==> src/rtl/burst_ram_arbiter_pkg.sv <==
// Shared definitions for the burst RAM arbiter: controller states and RAM command encodings.
package burst_ram_pkg;

   typedef enum logic [2:0] {
      WaitCalib,
      Idle,
      WriteBurst,
      ReadWait,
      ReadBurst
   } state_t;

   localparam logic CMD_READ  = 1'b0;
   localparam logic CMD_WRITE = 1'b1;

endpackage

==> src/rtl/burst_ram_arbiter_rr_arbiter.sv <==
// Two-way round-robin arbiter: a tie goes to the requester that was not granted last.
module rr_arbiter
   import burst_ram_pkg::*;
(
   input  logic       clk,
   input  logic       rst_n,
   input  logic [1:0] i_req,
   input  logic       i_update,
   output logic       o_grant,
   output logic       o_valid
);

   logic r_lastGrant;

   always_comb begin
      o_valid = |i_req;
      o_grant = 1'b0;
      unique case (i_req)
         2'b10:   o_grant = 1'b1;
         2'b11:   o_grant = ~r_lastGrant;
         default: o_grant = 1'b0;
      endcase
   end

   // Starting at 1 lets the icache win the first tie after reset.
   always_ff @(posedge clk or negedge rst_n) begin
      if (!rst_n) begin
         r_lastGrant <= 1'b1;
      end else if (i_update && o_valid) begin
         r_lastGrant <= o_grant;
      end
   end

endmodule

==> src/rtl/burst_ram_arbiter.sv <==
// Shares one burst RAM port between icache and dcache: grants whole-line requests round-robin
// and sequences the command, write burst words and read word capture.
module burst_ram_arbiter
   import burst_ram_pkg::*;
#(
   parameter int DataBitWidth    = 64,
   parameter int AddressBitWidth = 4,
   parameter int BurstDataCount  = 4,
   parameter int LineAddrWidth   = AddressBitWidth - $clog2(BurstDataCount)
) (
   input  logic                                   clk,
   input  logic                                   rst_n,
   input  logic [1:0]                             req,
   input  logic [1:0]                             req_we,
   input  logic [LineAddrWidth-1:0]               req_addr [2],
   input  logic [DataBitWidth*BurstDataCount-1:0] req_wdata [2],
   output logic [1:0]                             ack,
   output logic [DataBitWidth*BurstDataCount-1:0] rdata,
   output logic                                   ram_cmd,
   output logic                                   ram_cmd_en,
   output logic [AddressBitWidth-1:0]             ram_addr,
   output logic [DataBitWidth-1:0]                ram_wr_data,
   output logic [DataBitWidth/8-1:0]              ram_data_mask,
   input  logic [DataBitWidth-1:0]                ram_rd_data,
   input  logic                                   ram_rd_data_valid,
   input  logic                                   ram_init_calib,
   input  logic                                   ram_busy
);

   localparam int WordCntWidth = $clog2(BurstDataCount);
   localparam int LineBits     = DataBitWidth * BurstDataCount;
   localparam logic [WordCntWidth-1:0] LastWord = WordCntWidth'(BurstDataCount - 1);

   state_t                       r_state;
   logic                         r_grant;
   logic [LineBits-1:0]          r_wdata;
   logic [WordCntWidth-1:0]      r_cnt;
   logic [LineBits-1:0]          r_lineBuf;
   logic [LineBits-1:0]          r_rdata;
   logic [1:0]                   r_ack;
   logic                         r_cmd;
   logic                         r_cmdEn;
   logic [AddressBitWidth-1:0]   r_ramAddr;
   logic [DataBitWidth-1:0]      r_wrData;

   state_t                       w_state;
   logic                         w_grant;
   logic [LineBits-1:0]          w_wdata;
   logic [WordCntWidth-1:0]      w_cnt;
   logic [LineBits-1:0]          w_lineBuf;
   logic [LineBits-1:0]          w_rdata;
   logic [1:0]                   w_ack;
   logic                         w_cmd;
   logic                         w_cmdEn;
   logic [AddressBitWidth-1:0]   w_ramAddr;
   logic [DataBitWidth-1:0]      w_wrData;
   logic                         w_update;
   logic                         w_arbGrant;
   logic                         w_arbValid;

   rr_arbiter u_arbiter (
      .clk      (clk),
      .rst_n    (rst_n),
      .i_req    (req),
      .i_update (w_update),
      .o_grant  (w_arbGrant),
      .o_valid  (w_arbValid)
   );

   always_ff @(posedge clk or negedge rst_n) begin
      if (!rst_n) begin
         r_state   <= WaitCalib;
         r_grant   <= 1'b0;
         r_wdata   <= '0;
         r_cnt     <= '0;
         r_lineBuf <= '0;
         r_rdata   <= '0;
         r_ack     <= '0;
         r_cmd     <= CMD_READ;
         r_cmdEn   <= 1'b0;
         r_ramAddr <= '0;
         r_wrData  <= '0;
      end else begin
         r_state   <= w_state;
         r_grant   <= w_grant;
         r_wdata   <= w_wdata;
         r_cnt     <= w_cnt;
         r_lineBuf <= w_lineBuf;
         r_rdata   <= w_rdata;
         r_ack     <= w_ack;
         r_cmd     <= w_cmd;
         r_cmdEn   <= w_cmdEn;
         r_ramAddr <= w_ramAddr;
         r_wrData  <= w_wrData;
      end
   end

   // No grant while an ack is still out: the finished requester has not yet had a cycle to drop req.
   always_comb begin
      w_state   = r_state;
      w_grant   = r_grant;
      w_wdata   = r_wdata;
      w_cnt     = r_cnt;
      w_lineBuf = r_lineBuf;
      w_rdata   = r_rdata;
      w_ack     = '0;
      w_cmd     = r_cmd;
      w_cmdEn   = 1'b0;
      w_ramAddr = r_ramAddr;
      w_wrData  = r_wrData;
      w_update  = 1'b0;

      unique case (r_state)
         WaitCalib: begin
            if (ram_init_calib) begin
               w_state = Idle;
            end
         end

         Idle: begin
            if (!ram_busy && w_arbValid && (r_ack == 2'b00)) begin
               w_update  = 1'b1;
               w_grant   = w_arbGrant;
               w_wdata   = req_wdata[w_arbGrant];
               w_cmdEn   = 1'b1;
               w_cmd     = req_we[w_arbGrant] ? CMD_WRITE : CMD_READ;
               w_ramAddr = {req_addr[w_arbGrant], {WordCntWidth{1'b0}}};
               w_cnt     = '0;
               if (req_we[w_arbGrant]) begin
                  w_wrData = req_wdata[w_arbGrant][DataBitWidth-1:0];
                  w_cnt    = WordCntWidth'(1);
                  w_state  = WriteBurst;
               end else begin
                  w_state  = ReadWait;
               end
            end
         end

         // The counter wrapping back to 0 marks that the last word has already been driven.
         WriteBurst: begin
            if (r_cnt == '0) begin
               w_ack[r_grant] = 1'b1;
               w_state        = Idle;
            end else begin
               w_wrData = r_wdata[r_cnt*DataBitWidth +: DataBitWidth];
               w_cnt    = r_cnt + 1'b1;
            end
         end

         ReadWait: begin
            if (ram_rd_data_valid) begin
               w_lineBuf[r_cnt*DataBitWidth +: DataBitWidth] = ram_rd_data;
               w_cnt   = r_cnt + 1'b1;
               w_state = ReadBurst;
            end
         end

         ReadBurst: begin
            if (ram_rd_data_valid) begin
               w_lineBuf[r_cnt*DataBitWidth +: DataBitWidth] = ram_rd_data;
               w_cnt = r_cnt + 1'b1;
               if (r_cnt == LastWord) begin
                  w_rdata        = w_lineBuf;
                  w_ack[r_grant] = 1'b1;
                  w_state        = Idle;
               end
            end
         end

         default: begin
            w_state = WaitCalib;
         end
      endcase
   end

   assign ack           = r_ack;
   assign rdata         = r_rdata;
   assign ram_cmd       = r_cmd;
   assign ram_cmd_en    = r_cmdEn;
   assign ram_addr      = r_ramAddr;
   assign ram_wr_data   = r_wrData;
   assign ram_data_mask = '0;

endmodule

==> config.mk <==
export PLATFORM = sky130hd
export DESIGN_NAME = burst_ram_arbiter
export DESIGN_NICKNAME = d
export VERILOG_FILES = /design/src/rtl/burst_ram_arbiter_pkg.sv /design/src/rtl/burst_ram_arbiter_rr_arbiter.sv /design/src/rtl/burst_ram_arbiter.sv
export SDC_FILE = /design/constraint.sdc
export NUM_CORES = 2
export LEC_CHECK = 0
export CAP_MARGIN = 20
export CORE_AREA = 2 2 356 358
export CTS_BUF_LIST = sky130_fd_sc_hd__clkbuf_4 sky130_fd_sc_hd__clkbuf_8
export CTS_CLUSTER_DIAMETER = 80
export DETAILED_ROUTE_END_ITERATION = 10
export DIE_AREA = 0 0 358 360
export PLACE_DENSITY = 0.48
export SYNTH_ARGS = -nofsm -noshare
export SYNTH_HDL_FRONTEND = slang
export SYNTH_SLANG_ARGS = --single-unit
==> constraint.sdc <==
create_clock -name clk -period 7.8 [get_ports clk]
set_input_delay 2.34 -clock clk [delete_from_list [all_inputs] [get_ports clk]]
set_output_delay 2.34 -clock clk [all_outputs]
set_load 0.03 [all_outputs]
## Word level (Yosys, flattened, before mapping)

Index checks and enable logic that the tools add are counted.

| word-level totals | value |
|---|---|
| register bits | 845 |
| input port bits | 589 |

| cells by class | value |
|---|---|
| add/sub/neg operators | 2 |
| magnitude comparators | 4 |
| equal/unequal tests | 16 |
| shift operators | 3 |
| multiplexer cells | 36 |
| bitwise gates (word level) | 2 |
| reduce and logical (&&, ||, !) cells | 18 |

Operators with widths:

| cell | count |
|---|---|
| $mux 256 | 3 |
| $bwmux 256 | 1 |
| $shift 64x34->256 const A | 1 |
| $shiftx 256x9->64 | 1 |
| $shiftx 64x34->256 | 1 |
| $mux 64 | 3 |
| $pmux 64 s2 | 1 |
| $neg 8->34 | 1 |
| $mux 2 | 9 |
| $mux 3 | 6 |
| $ne 2x2->1 const B | 8 |
| $pmux 3 s5 | 1 |
| $mux 1 | 8 |
| $reduce_and 4->1 | 2 |
| $eq 2x2->1 const B | 3 |
| $eq 3x2->1 const B | 2 |
| $pmux 2 s3 | 1 |
| $reduce_and 6->1 | 1 |
| $logic_and 1x1->1 | 4 |
| $logic_not 2->1 | 2 |
| $lt 1x2->1 const B | 2 |
| $pmux 2 s2 | 1 |
| $reduce_and 2->1 | 2 |
| $reduce_or 2->1 | 2 |
| 15 further kinds | 15 |

## Logic depth before layout (Yosys ltp)

| depth | value |
|---|---|
| depth after elaboration | 9 |
| mapped depth | 10 |
| gate-level depth less buffers | 6 |

## Hierarchy

Synthesis repeated with hierarchy kept, for this count alone.

| unflattened totals | value |
|---|---|
| cells, all modules | 3220 |
| area total of the unflattened synthesis | 34984.8 µm² |

Modules (own cells, without submodules):

| module | times used | cells an instance | area each (µm²) | seq. area each (µm²) |
|---|---|---|---|---|
| burst_ram_arbiter | 1 | 3215 | 34933.5 | 19518.7 |
| rr_arbiter | 1 | 5 | 51.3 | 26.3 |

## Worst setup path after synthesis

No wires, ideal clock.

| timing | value |
|---|---|
| kind | input port to flip-flop |
| start | input port req[1] |
| end | register r_wrData[12], in the netlist ram_wr_data[12] |
| library setup time | 127 ps |
| arrival | 3700 ps |
| slack | 3973 ps |
| stages on the path | 6 |
| path buffers | 2 |
| cell sequence | a21boi_1 -> buf_2 -> clkbuf_1 -> mux2i_1 -> a21oi_1 -> mux2_1 |

| on the way | value |
|---|---|
| word-level cells in the longest chain between the ends | 9 |
| elaborated cells between the ends (all ways) | 18 |

Ends and longest elaborated chain:

| what | line | RTL |
|---|---|---|
| start: declaration | burst_ram_arbiter.sv:13 | `input logic [1:0] req,` |
| $eq 2x2->1 | burst_ram_arbiter_rr_arbiter.sv:18 | `unique case (i_req)` |
| $pmux 1 s2 | burst_ram_arbiter_rr_arbiter.sv:18 |  |
| $not 1->2 (implied by the code) | burst_ram_arbiter.sv:130 | `w_wrData = req_wdata[w_arbGrant][DataBitWidth-1:0];` |
| $mux 256 (implied by the code) (3 in series) | burst_ram_arbiter.sv:130 |  |
| $mux 64 | burst_ram_arbiter.sv:129 | `if (req_we[w_arbGrant]) begin` |
| $mux 64 | burst_ram_arbiter.sv:121 | `if (!ram_busy && w_arbValid && (r_ack == 2'b00)) begin` |
| $pmux 64 s2 | burst_ram_arbiter.sv:113 | `unique case (r_state)` |
| end signal: assignment | burst_ram_arbiter.sv:94 | `r_wrData <= w_wrData;` |
| end: declaration | burst_ram_arbiter.sv:44 | `logic [DataBitWidth-1:0] r_wrData;` |

Several ways; a longest one is shown, not always the timed one. The select of a mux whose other input is x is not followed.
A chain may end at the register's enable or synchronous reset.

## Worst setup path after layout

| timing | value |
|---|---|
| start | input port ram_busy |
| end | register r_wrData[14], in the netlist ram_wr_data[14] |

| on the way | value |
|---|---|
| word-level cells in the longest chain between the ends | 5 |

Ends and longest elaborated chain:

| what | line | RTL |
|---|---|---|
| start: declaration | burst_ram_arbiter.sv:27 | `input logic ram_busy` |
| $logic_not 1->1 | burst_ram_arbiter.sv:121 |  |
| $logic_and 1x1->1 (2 in series) | burst_ram_arbiter.sv:121 |  |
| $ne 2x2->1 (no line) | n/a |  |
| $reduce_and 4->1 (no line) | n/a |  |

Every way passes these cells.

==> metrics.md <==
| Metric | Value |
|---|---|
| Port Buffers | `about 910` |
| Grt ovf | `0` |
| Critical path peak fanout | `between 50 and 60` |
| Core Box Area | `~0.12 mm2` |
| Number of global-route vias before repair | `between 30000 and 40000` |
| Status | `completed` |
| Layout Skew | `about 46 ps` |
| Setup Viol. Count Final | `0` |
| Post-synthesis register bit count | `~800` |
| Final Slew Violations | `0` |
| Sw power | `7060 uW` |
| GRT Overall Usage | `roughly 25%` |
| CP Launch Type | `primary input` |
| Tot Pwr | `between 15000 and 20000 uW` |
| Drt first pass iters | `5` |
| Hold Path Class | `flip-flop to flip-flop` |
| EDFF count, synth | `0` |
| CTS Hold Buffers Added | `0` |
| Post-layout minimum cycle time | `between 4000 and 5000 ps` |
| Leading area contributor after synthesis | `dfrtp_1` |
| Average cell area after synthesis | `10.2 um2` |
| Least-Margin Pin Slew | `1170 ps` |
| Crit. End Element | `flip-flop` |
| Post-route ant nets | `0` |
| Critical path class | `primary input to flip-flop` |
| Antenna violations before repair | `between 80 and 90` |
| Net Sw Frac | `between 30% and 40%` |
| Cell area power density | `approximately 380 mW/mm2` |
| Synth unique cells | `43` |
| Critical Path RT | `8510 ps` |
| Die height | `between 300 and 400 um` |
| Seq/Total Area, Yosys | `~56%` |
| Final nets | `between 4000 and 5000` |
| Synth top area share | `55.8%` |
| Crit share post-route | `approximately three fifths` |
| Setup Fix Bufs, Post-CTS | `0` |
| Max Root-Sink Buffers | `3` |
| Synth area leaders | `dfrtp_1 (56%), nor2_1 (7.4%), nand2_1 (5.9%), a221oi_1 (4.8%), a22o_1 (4.8%)` |
| Achievable Freq | `between 0.2 and 0.25 GHz` |
| Share of cells above drive strength 1 | `between 10% and 20%` |
| Clock share of power | `24.5%` |
| Largest net degree at the start of global routing | `161` |
| First-pass GRT wire length | `230000 um` |
| Residual DRC count | `0` |
| Slew HR | `approximately 22%` |
| Gate power share | `between 30% and 40%` |
| Num rows | `130` |
| WL/cell | `~27 um` |
| CTS clk-pin slew, worst paths | `60 ps` |
| Post-Route WL | `between 150000 and 200000 um` |
| Die footprint | `around 0.13 mm2` |
| Chip Width | `358 um` |
| Mapped cell area | `around 0.035 mm2` |
| Lkg Pwr | `roughly 0.021 uW` |
| Routed vias/inst | `just over 5` |
| Vias | `between 30000 and 40000` |
| Setup_tns | `0 ps` |
| Synth warn | `0` |
| Area Growth Syn to Fin | `38.3%` |
| Seq pwr share | `a little under two fifths` |
| CTS tree | `yes` |
| Worst-Skew Late Latency | `between 800 and 900 ps` |
| DRT iter0 DRCs | `approximately 2400` |
| Hold Fails Final Rpt | `0` |
| Worst Path Arrival | `around 5400 ps` |
| P_int | `~11000 uW` |
| Starting Density | `about 28%` |
| Clk sink count | `between 700 and 800` |
| Root buf cell | `clkbuf_8` |
| Max-cap violation count | `0` |
| Post-detail-place hpwl | `113000 um` |
| Final Wtd Congestion | `0.901` |
| Peak VDD IR | `roughly 0.19 mV` |
| Top FF cell, synth | `dfrtp_1` |
| Post-synthesis cell count | `around 3400` |
| Post-cts gate resize count | `0` |
| Number of H-tree levels | `4` |
| I/O Pins | `approximately 930` |
| RSZ-0062 raised after global routing | `no` |
| Cts bufs inserted | `between 100 and 150` |
| Async SR Flop Fraction | `100%` |
-- sequential cells by signal, indices dropped and copies added, names as in the netlist --
signal	cells
ram_wr_data	64
ram_cmd	1
rdata	256
r_wdata	256
ram_addr	2
r_cnt	2
r_lineBuf	192
ack	2
r_state	3
u_arbiter.r_lastGrant	1
r_grant	1
ram_cmd_en	1
-- power by group through the flow --
stage	clock (uW)	combinational, uW	sequential, uW
after CTS	4600	7120	6780
final	4480	7050	6800
after detailed placement	0	7110	6820
after global routing	4800	7570	6980
after global placement	0	7030	6820
after floorplan	0	3210	7610
-- cell type report --
type | instances | area (um2)
clock inverter | 29 | 420
multi-input combinational | 2259 | 13700
sequential | 781 | 19600
tap | 1650 | 2060
clock buffer | 232 | 2850
antenna | 27 | 67.6
fill | 12500 | 76500
timing repair buffer | 959 | 9660
inverter | 9 | 46.3
-- cell families (layout without fill, tap and decap cells) --
logic type | after synthesis | count (layout) | synth area share (%)
simple gates | 1274 | 1274 | 14.0
flops | 781 | 781 | 55.9
compound gates | 773 | 773 | 16.5
buf+inv | 386 | 1229 | 5.28
mux | 197 | 197 | 8.16
fa+ha+maj | 5 | 5 | 0.179
other cells | 1 | 37 | 0.0107
-- synth_stat cells (all sizes together), types with 4 or more instances --
cell    instances
a21oi          66
a221oi        192
a22o          192
a31oi         195
a41oi          50
buf           221
clkbuf        156
dfrtp         780
ha              5
inv             8
mux2           65
mux2i          68
mux4           64
nand2         546
nand3          15
nor2          694
nor4b           4
o21ai          69
-- placed cells by master, fill, tap and decap left out, drive strengths merged, types with 2 or more instances in the layout --
master	n
conb	10
o21ai	69
a21oi	66
o221ai	2
and3	2
clkinv	13
buf	47
a31oi	195
clkdlybuf4s50	912
inv	12
a41oi	50
diode	27
or3	2
nor4b	4
mux4	64
clkbuf	232
clkinvlp	5
a221oi	192
nand2	546
a211oi	2
bufinv	8
nand3	15
dfrtp	780
mux2	65
and2	3
mux2i	68
nor2	694
a21boi	2
ha	5
a22o	192
-- through the flow --
step / hold WS [ps] / util [%] / instances / cell area (um2) / worst slack, ps
finish: 466 / 38.7 / 5946 / 48400 / 3130
global route: 482 / 38.7 / 5939 / 48400 / 2890
CTS: 435 / 38.7 / 5919 / 48300 / 3140
detailed placement: 457 / 36.1 / 5658 / 45000 / 2300
global placement: 451 / 36.0 / 5657 / 45000 / 2320
floorplan: 404 / - / 3426 / 35000 / 3970
-- final timing paths --
path	from	end	slack [ps]	cells past startpoint
max in group asynchronous	rst_n	r_wdata[21]	4740	2
min reg2reg	rdata[247]	rdata[247]	470	2
min	rdata[247]	rdata[247]	470	2
min in group asynchronous	rst_n	r_lineBuf[71]	1550	1
max	ram_busy	ram_wr_data[14]	3130	6
max reg2reg	r_cnt[0]	r_lineBuf[37]	3810	9
-- critical path, cell delays in order --
cell and delay, ps:
clkdlybuf4s50_1 470, nor4_4 400, nand4_4 670, o22ai_4 580, buf_12 340, mux2_2 400
-- layer usage --
layer | track usage [%] | part of all wire, % | up-vias
met4 | 9.76 | 4.2 | 52
met5 | 0 | 0.20 | -
li1 | - | - | 13600
met1 | 30.6 | 40 | 15500
met3 | 7.44 | 7.7 | 315
met2 | 40.1 | 48 | 1282
Note: power is estimated with default switching activity, not from simulation.
